`src/rtl/conv_seq_pkg.sv`:
```
// Shared types for the conv layer sequencer: controller states and the
// field indices of the packed layer-parameter word.
package conv_seq_pkg;

    typedef enum logic [1:0] {
        IDLE   = 2'd0,
        PARAMS = 2'd1,
        STREAM = 2'd2,
        DONE   = 2'd3
    } state_t;

    localparam int STRIDE = 0;
    localparam int OY0    = 1;
    localparam int FY     = 2;
    localparam int IC1    = 3;
    localparam int OC1    = 4;
    localparam int OY1    = 5;

endpackage

```
`src/rtl/mem_stream_reader.sv`:
```
// Turns a 1-cycle-latency SRAM read port into a valid/ready stream through a
// 2-entry skid buffer, reading addresses 0..len-1 in order.
module mem_stream_reader #(
    parameter int DATA_W     = 16,
    parameter int ADDR_WIDTH = 16,
    parameter int CNT_WIDTH  = 32
) (
    input  logic                  clk,
    input  logic                  rst,
    input  logic                  clr,
    input  logic                  en,
    input  logic [CNT_WIDTH-1:0]  len,
    output logic                  mem_ren,
    output logic [ADDR_WIDTH-1:0] mem_addr,
    input  logic [DATA_W-1:0]     mem_rdata,
    output logic [DATA_W-1:0]     dat,
    output logic                  vld,
    input  logic                  rdy,
    output logic                  complete
);

    logic [CNT_WIDTH-1:0] issued;
    logic [CNT_WIDTH-1:0] sent;
    logic [DATA_W-1:0]    entry [2];
    logic                 wr_ptr;
    logic                 rd_ptr;
    logic [1:0]           count;
    logic                 inflight;
    logic                 pop;
    logic [2:0]           occ;

    // Occupancy counts the beat leaving this cycle, so a new read can be
    // issued alongside a pop and the stream runs without bubbles.
    assign pop      = vld && rdy;
    assign occ      = {1'b0, count} + {2'b00, inflight} - {2'b00, pop};
    assign mem_ren  = en && (issued < len) && (occ < 3'd2);
    assign mem_addr = issued[ADDR_WIDTH-1:0];
    assign vld      = (count != 2'd0);
    assign dat      = entry[rd_ptr];
    assign complete = (sent == len);

    always_ff @(posedge clk) begin
        if (rst || clr) begin
            issued   <= '0;
            sent     <= '0;
            entry[0] <= '0;
            entry[1] <= '0;
            wr_ptr   <= 1'b0;
            rd_ptr   <= 1'b0;
            count    <= 2'd0;
            inflight <= 1'b0;
        end else begin
            inflight <= mem_ren;
            count    <= occ[1:0];
            if (mem_ren)
                issued <= issued + 1'b1;
            if (inflight) begin
                entry[wr_ptr] <= mem_rdata;
                wr_ptr        <= ~wr_ptr;
            end
            if (pop) begin
                rd_ptr <= ~rd_ptr;
                sent   <= sent + 1'b1;
            end
        end
    end

endmodule

```
`src/rtl/conv_layer_sequencer.sv`:
```
// Layer controller for one conv_tiled: sends the parameter word once, streams
// ifmap/weights from SRAM and writes every returned ofmap word back to SRAM.
module conv_layer_sequencer
    import conv_seq_pkg::*;
#(
    parameter int PARAM_NUM  = 6,
    parameter int PARAM_WID  = 16,
    parameter int ADDR_WIDTH = 16,
    parameter int CNT_WIDTH  = 32
) (
    input  logic                           clk,
    input  logic                           rst,
    input  logic                           start,
    input  logic [PARAM_NUM*PARAM_WID-1:0] cfg_params,
    input  logic [CNT_WIDTH-1:0]           cfg_ifmap_len,
    input  logic [CNT_WIDTH-1:0]           cfg_weights_len,
    input  logic [CNT_WIDTH-1:0]           cfg_ofmap_len,
    output logic                           ifmap_mem_ren,
    output logic [ADDR_WIDTH-1:0]          ifmap_mem_addr,
    input  logic [15:0]                    ifmap_mem_rdata,
    output logic                           weights_mem_ren,
    output logic [ADDR_WIDTH-1:0]          weights_mem_addr,
    input  logic [15:0]                    weights_mem_rdata,
    output logic                           ofmap_mem_wen,
    output logic [ADDR_WIDTH-1:0]          ofmap_mem_addr,
    output logic [31:0]                    ofmap_mem_wdata,
    output logic [PARAM_NUM*PARAM_WID-1:0] layer_params_dat,
    output logic                           layer_params_vld,
    input  logic                           layer_params_rdy,
    output logic [15:0]                    ifmap_dat,
    output logic                           ifmap_vld,
    input  logic                           ifmap_rdy,
    output logic [15:0]                    weights_dat,
    output logic                           weights_vld,
    input  logic                           weights_rdy,
    input  logic [31:0]                    ofmap_dat,
    input  logic                           ofmap_vld,
    output logic                           ofmap_rdy,
    output logic                           busy,
    output logic                           done
);

    state_t                         state, state_nx;
    logic [PARAM_NUM*PARAM_WID-1:0] params_q;
    logic [CNT_WIDTH-1:0]           ifmap_len_q, weights_len_q, ofmap_len_q;
    logic [CNT_WIDTH-1:0]           ofmap_recv;
    logic                           take, run, of_hs;
    logic                           ifmap_cmp, weights_cmp, ofmap_cmp;

    assign take = (state == IDLE) && start;
    // Gated by rst so an abort issues no SRAM read in the reset cycle.
    assign run  = (state == STREAM) && !rst;

    mem_stream_reader #(.DATA_W(16), .ADDR_WIDTH(ADDR_WIDTH), .CNT_WIDTH(CNT_WIDTH)) u_ifmap_rd (
        .clk(clk), .rst(rst), .clr(take), .en(run), .len(ifmap_len_q),
        .mem_ren(ifmap_mem_ren), .mem_addr(ifmap_mem_addr), .mem_rdata(ifmap_mem_rdata),
        .dat(ifmap_dat), .vld(ifmap_vld), .rdy(ifmap_rdy), .complete(ifmap_cmp)
    );

    mem_stream_reader #(.DATA_W(16), .ADDR_WIDTH(ADDR_WIDTH), .CNT_WIDTH(CNT_WIDTH)) u_weights_rd (
        .clk(clk), .rst(rst), .clr(take), .en(run), .len(weights_len_q),
        .mem_ren(weights_mem_ren), .mem_addr(weights_mem_addr), .mem_rdata(weights_mem_rdata),
        .dat(weights_dat), .vld(weights_vld), .rdy(weights_rdy), .complete(weights_cmp)
    );

    assign ofmap_cmp        = (ofmap_recv == ofmap_len_q);
    assign ofmap_rdy        = run && !ofmap_cmp;
    assign of_hs            = ofmap_vld && ofmap_rdy;
    assign layer_params_dat = params_q;

    always_ff @(posedge clk) begin
        if (rst) begin
            state           <= IDLE;
            params_q        <= '0;
            ifmap_len_q     <= '0;
            weights_len_q   <= '0;
            ofmap_len_q     <= '0;
            ofmap_recv      <= '0;
            ofmap_mem_wen   <= 1'b0;
            ofmap_mem_addr  <= '0;
            ofmap_mem_wdata <= '0;
        end else begin
            state         <= state_nx;
            ofmap_mem_wen <= of_hs;
            if (take) begin
                params_q      <= cfg_params;
                ifmap_len_q   <= cfg_ifmap_len;
                weights_len_q <= cfg_weights_len;
                ofmap_len_q   <= cfg_ofmap_len;
                ofmap_recv    <= '0;
            end
            if (of_hs) begin
                ofmap_mem_addr  <= ofmap_recv[ADDR_WIDTH-1:0];
                ofmap_mem_wdata <= ofmap_dat;
                ofmap_recv      <= ofmap_recv + 1'b1;
            end
        end
    end

    always_comb begin
        state_nx         = state;
        layer_params_vld = 1'b0;
        done             = 1'b0;
        busy             = (state != IDLE);
        case (state)
            IDLE:   if (start) state_nx = PARAMS;
            PARAMS: begin
                layer_params_vld = 1'b1;
                if (layer_params_rdy) state_nx = STREAM;
            end
            STREAM: if (ifmap_cmp && weights_cmp && ofmap_cmp) state_nx = DONE;
            DONE: begin
                done     = 1'b1;
                state_nx = IDLE;
            end
            default: state_nx = IDLE;
        endcase
    end

endmodule

```
`config.mk`:
```
export PLATFORM = sky130hd
export DESIGN_NAME = conv_layer_sequencer
export DESIGN_NICKNAME = d
export VERILOG_FILES = /design/src/rtl/conv_seq_pkg.sv /design/src/rtl/mem_stream_reader.sv /design/src/rtl/conv_layer_sequencer.sv
export SDC_FILE = /design/constraint.sdc
export NUM_CORES = 1
export LEC_CHECK = 0
export ABC_AREA = 1
export ABC_CLOCK_PERIOD_IN_PS = 5800
export BUFFER_PORTS_ARGS = -buffer_cell sky130_fd_sc_hd__buf_2
export CAP_MARGIN = 0
export CELL_PAD_IN_SITES_DETAIL_PLACEMENT = 2
export CELL_PAD_IN_SITES_GLOBAL_PLACEMENT = 2
export CORE_MARGIN = 10
export CORE_UTILIZATION = 31
export DETAILED_ROUTE_END_ITERATION = 8
export PLACE_DENSITY = 0.79
export SYNTH_ARGS = -nofsm -noshare
export SYNTH_HDL_FRONTEND = slang
export SYNTH_SLANG_ARGS = --single-unit
```
`constraint.sdc`:
```
create_clock -name clk -period 5.8 [get_ports clk]
set_input_delay 1.74 -clock clk [delete_from_list [all_inputs] [get_ports clk]]
set_output_delay 1.74 -clock clk [all_outputs]
set_load 0.01 [all_outputs]
```
* Word level (Yosys, flattened, before mapping)
Memory sizes are Yosys's and may differ from the RTL's. A register that Yosys moved wholly into a read port is not among the register bits.
Cells that the tools add are included.
** Word-level totals
- Output and inout port bits :: 217
- Input bits :: 263
- RAM bits :: 64
- Logic and storage cells :: 98
- Register bits :: 413
- Memories :: 2
** Memories
- u_ifmap_rd.entry :: depth 2, bits a word 16, rd ports 1, clocked after Yosys merged registers in 1, write ports 2, RTL line mem_stream_reader.sv:24 : logic [DATA_W-1:0] entry [2];
- u_weights_rd.entry :: depth 2, bits a word 16, rd ports 1, clocked after Yosys merged registers in 1, write ports 2, RTL line mem_stream_reader.sv:24
** Operators by class
- Eq/ne operators :: 9
- $add $sub $neg :: 9
- Mux-type cells :: 26
- Bitwise gates (word level) :: 4
- Order comparisons :: 4
- Reduce and logical (&&, ||, !) cells :: 23
** Operators by type and width (count)
- $add 32x1->32 const B :: 5
- $eq 32x32->1 :: 3
- $lt 32x32->1 :: 2
- $mux 32 :: 2
- $mux 16 :: 2
- $reduce_or 16->1 :: 2
- $mux 1 :: 18
- $logic_and 1x1->1 :: 12
- $pmux 2 s4 :: 1
- $reduce_bool 2->1 :: 4
- $add 2x1->3 :: 2
- $lt 3x2->1 const B :: 2
- $mux 2 :: 3
- $sub 3x1->3 :: 2
- $eq 2x2->1 const B :: 2
- $ne 2x2->1 const B :: 2
- $not 1->1 :: 4
- $reduce_and 3->1 :: 1
- $eq 2x1->1 const B :: 1
- $logic_not 1->1 :: 2
- $logic_not 2->1 :: 1
- $ne 2x1->1 const B :: 1
- $logic_or 1x1->1 :: 1

* Logic depth before layout (Yosys ltp)
Gate-level depths: netlist (run 1).
- Depth after elaboration :: 7
- Mapped depth :: 22
- Depth with buffers taken out :: 22

* By module
From an unflattened synthesis (run 1), not the netlist that was laid out.
** Second synthesis, totals
- Cell total of the unflattened synthesis :: 3406
- Area, all modules :: 24737.5 sq um
** By module, submodules not included
- conv_layer_sequencer :: area an instance 11085.6 sq um, cells an instance 1541, instances 1, sequential area each 5505.3 sq um
- mem_stream_reader (u_ifmap_rd) :: area an instance 6845.3 sq um, cells an instance 934, instances 1, sequential area each 2362.3 sq um
- mem_stream_reader (u_weights_rd) :: area an instance 6806.5 sq um, cells an instance 931, instances 1, sequential area each 2362.3 sq um

* Worst setup path after synthesis (run 1)
Ideal clock, no wire load.
- Path type :: in2out
- Start :: in ifmap_rdy
- End :: out ifmap_mem_ren
- Setup slack :: 0.437 ns
- Arrival time :: 3.623 ns
- Path buffers :: 1
- Data required time :: 4.060 ns
- Stages :: 12
- Cells stage by stage :: nand2_1 > buf_4 > inv_1 > ha_1 > inv_1 > ha_1 > fa_1 > inv_1 > nand3_1 > inv_1 > nand3_1 > inv_1
** On the way
- Word-level cells in the longest chain between the ends :: 4
** Ends and longest elaborated chain
- start, declared :: RTL line conv_layer_sequencer.sv:32 : input logic ifmap_rdy,
- $logic_and 1x1->1 :: RTL line mem_stream_reader.sv:34 : assign pop = vld && rdy;
- via u_ifmap_rd.pop :: RTL line mem_stream_reader.sv:29 : logic pop;
- $sub 3x1->3 :: RTL line mem_stream_reader.sv:35 : assign occ = {1'b0, count} + {2'b00, inflight} - {2'b00, pop};
- via u_ifmap_rd.occ[1] :: RTL line mem_stream_reader.sv:30 : logic [2:0] occ;
- $lt 3x2->1 :: RTL line mem_stream_reader.sv:36 : assign mem_ren = en && (issued < len) && (occ < 3'd2);
- $logic_and 1x1->1 :: RTL line mem_stream_reader.sv:36
- end, declared :: RTL line conv_layer_sequencer.sv:18 : output logic ifmap_mem_ren,
The timed path passes the listed nets, and every way through them passes these cells.

* Worst setup path after layout (run 1)
Same ends and word-level chain as after synthesis.

==> results.txt, run 1 <==
- The global routing stage identified its most utilized layer as met2.
- Counting every net in the synthesized netlist gives ~3.8k.
- For this run, global-route usage on met1 was measured as 0.238.
- Maximum vdd ir drop: between 200 and 250 µV
- Delay of the slowest cell on the worst path: around 0.45 ns
- Ratio of cells with drive above 1 in the final layout: 0.178
- Pin placement for this block handled between 400 and 500 I/O pins.
- The worst register-to-register path has a depth of 20.
- In this run the mean area of a mapped cell was 7.09 µm².
* Buffers and inverters on the worst path: 7
* Adder and majority gate portion of the synthesized area: 0.0407
* Final number of max-transition violations: 0
* Synth Area in Compound Gates: 0.113
* Sum of negative setup slack: 0 ns
- Setup slack closes at 0.320 ns.
- Clock slew at reported path FFs: ~0.060 ns
* Placer's final routability congestion estimate: between 0.8 and 0.9
- Total gr overflow: 0
* Post-CTS setup buffer count: 0
* Endpoint of the worst hold path: ofmap_mem_wdata[29]$_SDFFE_PP0P_
- In this run the deepest clock path goes through 3 buffers.
- Of the total synthesized cell area, the portion taken by XOR and XNOR cells is 0.0270.
* Proportion of register bits with asynchronous set or reset after synthesis: 0
- Count of buffers inserted at the top-level ports: ~480
- Element type at the critical path end: output pin
- P_leak: 0.0130 µW
* DRC violation count after routing: 0
- Number of instances resized during post-cts repair: 0
* Worst Hold Class: flop to flop
- Total standard cell area after synthesis: around 0.024 mm²
- The run finished with clean final reports.
- The clock drives about 480 sinks.
- Sequential area share after synthesis: 0.421
* Worst hold stages: 2
* Transition time of the tightest slew-check pin: 0.998 ns
* Flip-flop and latch count after synthesis: 479
- Crit path time final: approximately 5.5 ns
* Post-synth top flop: dfxtp_1
- Type of element launching the critical path: input pin
* Crit Path Max Fanout: 6
* Vias in the first global route: between 20k and 30k
- Unrepaired setup endpoints after global routing: false
- Growth of design area from synthesis to finish: 20.9%
- In this run the tightest slew margin relative to its limit is 0.334.
* Critical Path Most Common Cell: inv_1
* Std-Cell Core Area: about 0.078 mm²
- The clock arrives with ~0.027 ns of skew.
* Horizontal die dimension: ~300 µm
- Clock tree synthesis selected as its root buffer the cell clkbuf_16.
- Number of nets in the final layout: 4166
- FF-to-FF Start: u_weights_rd.count[1]$_SDFF_PP0_
- Number of violations of the max-capacitance limit: 0
* Required time reported for the critical path endpoint: 4.06 ns
- Met2 Usage GRT: 0.366
- Path type of the worst setup path: input pin to output pin
- Clock tree synthesis inserted a total of 58 buffers.
- The first global-routing pass estimated between 100000 and 150000 µm of wire.
- Share of the cycle needed by the critical path after routing: 0.945
- Number of endpoints failing setup at the final stage: 0
- Initial DRT Pass Iterations: 5
* Routed WL per cell: 19.1 µm
* Hold Fails Final Rpt: 0
* Library cell contributing the largest single delay on the critical path: fa_1
- Cell Pwr Density: ~360 mW/mm²
- Insertion delay of the later-clocked pin in the worst-skew pair: 0.63 ns
- Deepest level of the CTS H-tree: 2
- GRT Resource Usage Total: 0.203
- After synthesis, the share of cell area in mux cells is 0.0148.
- Detailed placement ended at an HPWL of roughly 70000 µm.
- For this block, the routed nets add up to between 90000 and 100000 µm of wire.
- CTS tree: built
- The number of hold buffers added after CTS was 0.
* End of the worst register-to-register path: u_weights_rd.issued[24]$_SDFFE_PP0P_
* Post-synthesis cell count: 3432
- Initial Utilization: 0.313
* Ordered cell list for the critical path: buf_2 -> nand2_1 -> inv_1 -> ha_1 -> inv_1 -> ha_1 -> fa_1 -> inv_1 -> nand3_1 -> inv_1 -> nand3_1 -> inv_1 -> buf_2
- The floorplan step defined a die boundary enclosing about 0.090 mm².
- Entering global routing, the biggest net connects between 100 and 150 pins.
- Basic-gate share of the synthesized area counting and, or, nand and nor cells: 0.279
* Number of warning messages in the yosys log: 0
- At the worst endpoint, the arrival time is approximately 3.7 ns.
- Worst setup timing slack at the placement stage: 0.303 ns
- Number of library cell types mapped by synthesis: 48
- The synthesized design contains 64 enable-type register cells.
- The design draws approximately 11000 µW.
- On the critical path the largest part of the delay comes from adder cells.
* Main combinational cell family by area after synthesis: simple AND/OR/NAND/NOR gates
- Met3 track demand over resource in global routing: 0.0483
* Die height: approximately 300 µm
- 1st-iter DRT viols: between 900 and 1k
* Number of antenna violations at the first check in global routing: 18
- Row count: between 100 and 150
- In this run the most critical hold path is launched from ofmap_mem_wdata[29]$_SDFFE_PP0P_.
- Across all layers, the routed design uses approximately 24k vias.
- The detail route stage leaves a number of antenna-violating nets equal to 0.
* Routed vias/inst: around 4.8
* Worst setup slack for register-to-register paths: around 2.3 ns
* Highest clock frequency the design can meet: around 0.18 GHz
-- metal layers --
metal	up-vias	part of all wire	wire, µm
li1	11700	-	-
met1	11600	0.42	39800
met4	26	0.022	2030
met5	-	0.0017	159
met2	419	0.50	46800
met3	147	0.055	5190
-- cell usage after synthesis, drive strengths merged (3+ instances only) --
master / number / share of area
nand2: 729 / 0.11
nor2: 584 / 0.092
inv: 437 / 0.067
dfxtp: 415 / 0.34
o21ai: 247 / 0.051
a21oi: 235 / 0.049
nand3: 146 / 0.032
clkbuf: 101 / 0.016
nor3: 84 / 0.019
ha: 76 / 0.039
buf: 75 / 0.021
edfxtp: 64 / 0.079
xor2: 61 / 0.022
nand4: 59 / 0.015
mux2: 32 / 0.015
o21bai: 28 / 0.0086
xnor2: 14 / 0.0050
nor4: 9 / 0.0023
nand3b: 6 / 0.0019
or2: 5 / 0.0013
a211oi: 4 / 0.0012
a21o: 3 / 0.00093
-- stage by stage --
| step | area (µm²) | hold WS, ns | instances | util |
|---|---|---|---|---|
| after global routing | 29400 | 0.485 | 4914 | 0.379 |
| after global placement | 27400 | 0.450 | 4805 | 0.353 |
| after detailed placement | 27400 | 0.456 | 4805 | 0.353 |
| final | 29400 | 0.462 | 4916 | 0.379 |
| after floorplan | 24300 | 0.444 | 3432 | - |
| after CTS | 29400 | 0.465 | 4912 | 0.379 |
-- flip-flops by register name, indices dropped and copies added (netlist names), named ones only --
| register | flops |
|---|---|
| u_weights_rd.issued | 32 |
| state | 2 |
| weights_len_q | 32 |
| u_ifmap_rd.inflight | 1 |
| ofmap_mem_wen | 1 |
| ifmap_len_q | 32 |
| u_ifmap_rd.rd_ptr | 1 |
| u_ifmap_rd.entry | 32 |
| layer_params_dat | 96 |
| u_weights_rd.rd_ptr | 1 |
| u_ifmap_rd.wr_ptr | 1 |
| u_weights_rd.count | 2 |
| u_weights_rd.entry | 32 |
| u_weights_rd.wr_ptr | 1 |
| ofmap_recv | 32 |
| u_ifmap_rd.sent | 32 |
| ofmap_mem_addr | 16 |
| u_ifmap_rd.count | 2 |
| u_ifmap_rd.issued | 32 |
| u_weights_rd.sent | 32 |
| ofmap_mem_wdata | 32 |
| ofmap_len_q | 32 |
| u_weights_rd.inflight | 1 |
-- where the power goes --
part | leakage (µW) | switching [µW] | total (µW) | internal (µW)
sequential | 0.00408 | 258 | 4090 | 3830
clock | 0.000980 | 1530 | 3860 | 2320
combinational | 0.00792 | 1800 | 2680 | 879
total | 0.0130 | 3600 | 10600 | 7030
-- worst max path at each step --
stage                     start         endpoint  slack, ns  depth (start not counted)
floorplan             ifmap_rdy    ifmap_mem_ren       0.44                         12
global placement    weights_rdy  weights_mem_ren       0.41                         13
detailed placement    ifmap_rdy    ifmap_mem_ren       0.30                         13
CTS                   ifmap_rdy    ifmap_mem_ren       0.30                         13
global route          ifmap_rdy    ifmap_mem_ren       0.16                         13
finish                ifmap_rdy    ifmap_mem_ren       0.32                         13
-- logic make-up after synthesis --
family,Yosys count
compound gates,526
xor+xnor,75
fa+ha+maj,78
buf+inv,615
flops,479
mux,32
simple gates,1627
-- cell usage in the layout (no fill, tap or decap), drive strengths merged, types with 61 or more instances in the layout --
| cell type | n |
|---|---|
| nand2 | 729 |
| nor2 | 584 |
| buf | 509 |
| inv | 437 |
| dfxtp | 415 |
| o21ai | 247 |
| a21oi | 235 |
| nand3 | 146 |
| nor3 | 84 |
| clkbuf | 82 |
| ha | 76 |
| edfxtp | 64 |
| xor2 | 61 |
-- worst register-to-register path, delay by kind of cell, from the launching register on --
family / cells / cell delay [ns]
adder cells (fa/ha/maj): 3 / 0.89
flip-flops: 1 / 0.32
buffers and inverters: 6 / 0.56
AND/OR/NAND/NOR: 11 / 1.70
-- layout make-up --
type	instances	area [µm²]
repair buffers	509	2650
inverters	439	1660
clock inverters	25	309
well taps	1040	1300
clock buffers	82	1690
multi-input cells	2338	11600
flip-flops and latches	479	10200
diodes	4	10.0
fillers	9429	48200
No activity file was read; power rests on OpenSTA's default activity.
==> run 2: changes to the inputs <==
Settings changed: CELL_PAD_IN_SITES_DETAIL_PLACEMENT 2 to unset, CELL_PAD_IN_SITES_GLOBAL_PLACEMENT 2 to unset, CORE_UTILIZATION 31 to 52, PLACE_DENSITY 0.79 to 0.74, SETUP_SLACK_MARGIN set to 0.1.
==> run 2 against run 1 <==
Compared with the run above: first-iteration DRC count rose by 75%; sequential power hardly changed; total power down 6.2%; die area shrank 38%; clock skew up 0.011 ns; sequential share of layout area is 1.1 points higher; register-to-register slack gained 0.21 ns; cell count is 9.3% lower; critical path type unchanged; largest power group unchanged.
==> results.txt, run 2 (same netlist as run 1, synthesis figures left out) <==
* Number of antenna violations at the first check in global routing: 19 (+1)
* Horizontal die dimension: 236 µm (-21%)
- The number of hold violations in the final report came to 0 (unchanged).
- Crit path time final: 5.49 ns (+0.00555 ns)
* GRT Resource Usage Total: 0.243 (+0.0403)
* Deepest level of the CTS H-tree: 2 (unchanged)
- The detailed placer's ending HPWL was 52400 µm (-26%).
* Root cell of the clock tree: clkbuf_16
- Initial Utilization: 0.525 (+0.211)
* Worst Hold Class: flop to flop
* Maximum vdd ir drop: 277 µV (+31%)
* Count of buffers inserted at the top-level ports: 479 (unchanged)
- Clock sink count: 479 (unchanged)
* Area used by multi-input combinational logic: 0.0116 mm² (unchanged)
- The average vias per placed instance came to 5.14 (+6.0%).
- The count of non-filler cells in the finished layout came to 4457 (-9.3%).
* Path type of the worst setup path: input pin to output pin
- Leaving out fill and tap cells, the most frequent cell in the layout is nand2_1.
- Placer's final routability congestion estimate: 0.877 (+7.3%)
- Highest clock frequency the design can meet: 0.182 GHz (-0.10%)
- Number of endpoints failing setup at the final stage: 0 (unchanged)
- The end-of-flow core utilization is 0.615 (+0.236).
* Global-route wire length before repair: 113000 µm (-23%)
* Die height: 236 µm (-21%)
- The number of buffers added by the clock tree synthesis step came to 50 (-14%).
- The power per standard cell area was 349 mW/mm² (-3.3%).
* DRC violation count after routing: 0 (unchanged)
* Unrepaired setup endpoints after global routing: false
* Share of the cycle needed by the critical path after routing: 0.946 (+0.000958)
- Final number of max-transition violations: 0 (unchanged)
- Number of instances resized during post-cts repair: 0 (unchanged)
- Number of ports placed on the die boundary: 480 (unchanged)
* Number of routed nets with antenna violations: 0 (unchanged)
- The worst-skew pair later-pin latency came to 0.60 ns (-0.03 ns).
* Ratio of cells with drive above 1 in the final layout: 0.173 (-0.00525)
- The total number of vias came to 22.9k (-3.9%).
- Number of violations of the max-capacitance limit: 0 (unchanged)
* Reg area: 0.0102 mm² (unchanged)
- Required time reported for the critical path endpoint: 4.06 ns (about the same)
* Sum of negative setup slack: 0 ns (unchanged)
- The top cell types in the final layout, fill and taps aside, are 722 x nand2_1, 571 x nor2_1, 479 x buf_2, 425 x inv_1, 415 x dfxtp_1.
- The number of design-rule violations left by the first detailed-router iteration was 1689 (+75%).
* Routed WL per cell: 16.1 µm (-16%)
- The maximum number of pins on one net before global-route repair is 204 (+84%).
- Vias in the first global route: 21.4k (-18%)
* Arrival time reported for the critical path endpoint: 3.75 ns (about the same)
- Worst hold slack across all endpoints: 0.463 ns (+0.000911 ns)
* Element type at the critical path end: output pin
* Clock slew at reported path FFs: 0.06 ns (about the same)
- The final worst clock skew was 0.0385 ns (+0.0111 ns).
* Total gr overflow: 0 (unchanged)
* Crit Path Max Fanout: 6 (unchanged)
* Row count: 79 (-23%)
- The standard cell core area was 0.0464 mm² (-40%).
- The static leakage power is 0.0128 µW (-1.4%).
* Initial DRT Pass Iterations: 7 (+2)
- The actual transition at the worst max-transition pin came to 0.973 ns (-0.0253 ns).
- Cell count after placement: 4364 (-9.2%)
- Result of the run: completed
- Tot Pwr: 9970 µW (-6.2%)
* Post-CTS setup buffer count: 0 (unchanged)
- Compared with the post-synthesis result, the final layout area differs by 17.3%.
* Sum of routed wire length over all layers: 71800 µm (-24%)
* Type of element launching the critical path: input pin
* Fill count: 4323 (-54%)
- The flip-flop count of the largest register after layout was 96 (unchanged).
- The hold buffer count at cts is 0 (unchanged).
- Number of nets in the final layout: 4150 (-0.38%)
- The area of the die came to 0.0558 mm² (-38%).
- CTS tree: built
- CTS max path bufs: 3 (unchanged)
* Slew Limit Headroom: 0.350 (+0.0159)
run 2: cell count changes in the layout (fill, tap and decap cells not counted), moves of 2 or more:
cell / previous run / this run
buf_4: 29 / 19
clkbuf_16: 61 / 51
clkinv_2: 13 / 8
clkinv_4: 2 / 0
clkinv_8: 0 / 2
clkinvlp_4: 2 / 0
run 2: final timing paths:
check / start / to / slack [ns] / cells after the start
worst max register to register: u_weights_rd.count[1]$_SDFF_PP0_ / u_weights_rd.issued[20]$_SDFFE_PP0P_ / 2.48 / 19
worst max-delay path: ifmap_rdy / ifmap_mem_ren / 0.31 / 13
worst min-delay path: ofmap_mem_addr[3]$_SDFFE_PP0P_ / ofmap_mem_addr[3]$_SDFFE_PP0P_ / 0.46 / 2
worst min register to register: ofmap_mem_addr[3]$_SDFFE_PP0P_ / ofmap_mem_addr[3]$_SDFFE_PP0P_ / 0.46 / 2
run 2: layout make-up:
type,instances,area share
Antenna cell,5,0.000439
Clock buffer,70,0.0497
Clock inverter,18,0.0100
Inverter,439,0.0579
Multi-Input combinational cell,2338,0.406
Sequential cell,479,0.359
Tap cell,607,0.0266
Timing Repair Buffer,501,0.0911
run 2: layer usage:
layer	wire length (µm)	vias up	track usage
met5	104	-	0
met3	5790	126	0.0679
met1	30900	10400	0.304
li1	-	11600	-
met2	33400	730	0.404
met4	1600	20	0.0635
run 2: worst max-delay path, cell delays in order:
cell and delay (ns):
buf_2 0.10, nand2_1 0.08, inv_1 0.07, ha_1 0.28
inv_1 0.04, ha_1 0.18, fa_1 0.44, inv_1 0.09
nand3_1 0.14, inv_1 0.19, nand3_1 0.12, inv_1 0.13
buf_2 0.14
run 2: power by group:
| group | total, µW | switching (µW) | internal (µW) | leakage (µW) |
|---|---|---|---|---|
| sequential | 4070 | 236 | 3830 | 0.00408 |
| clock | 3370 | 1360 | 2010 | 0.000836 |
| combinational | 2530 | 1650 | 873 | 0.00789 |
run 2: per-stage QoR:
stage	area, µm²	worst slack (ns)
final	28500	0.315
after global routing	28500	0.198
after CTS	28500	0.336
after detailed placement	26800	0.341
after global placement	26800	0.429
after floorplan	24300	0.437
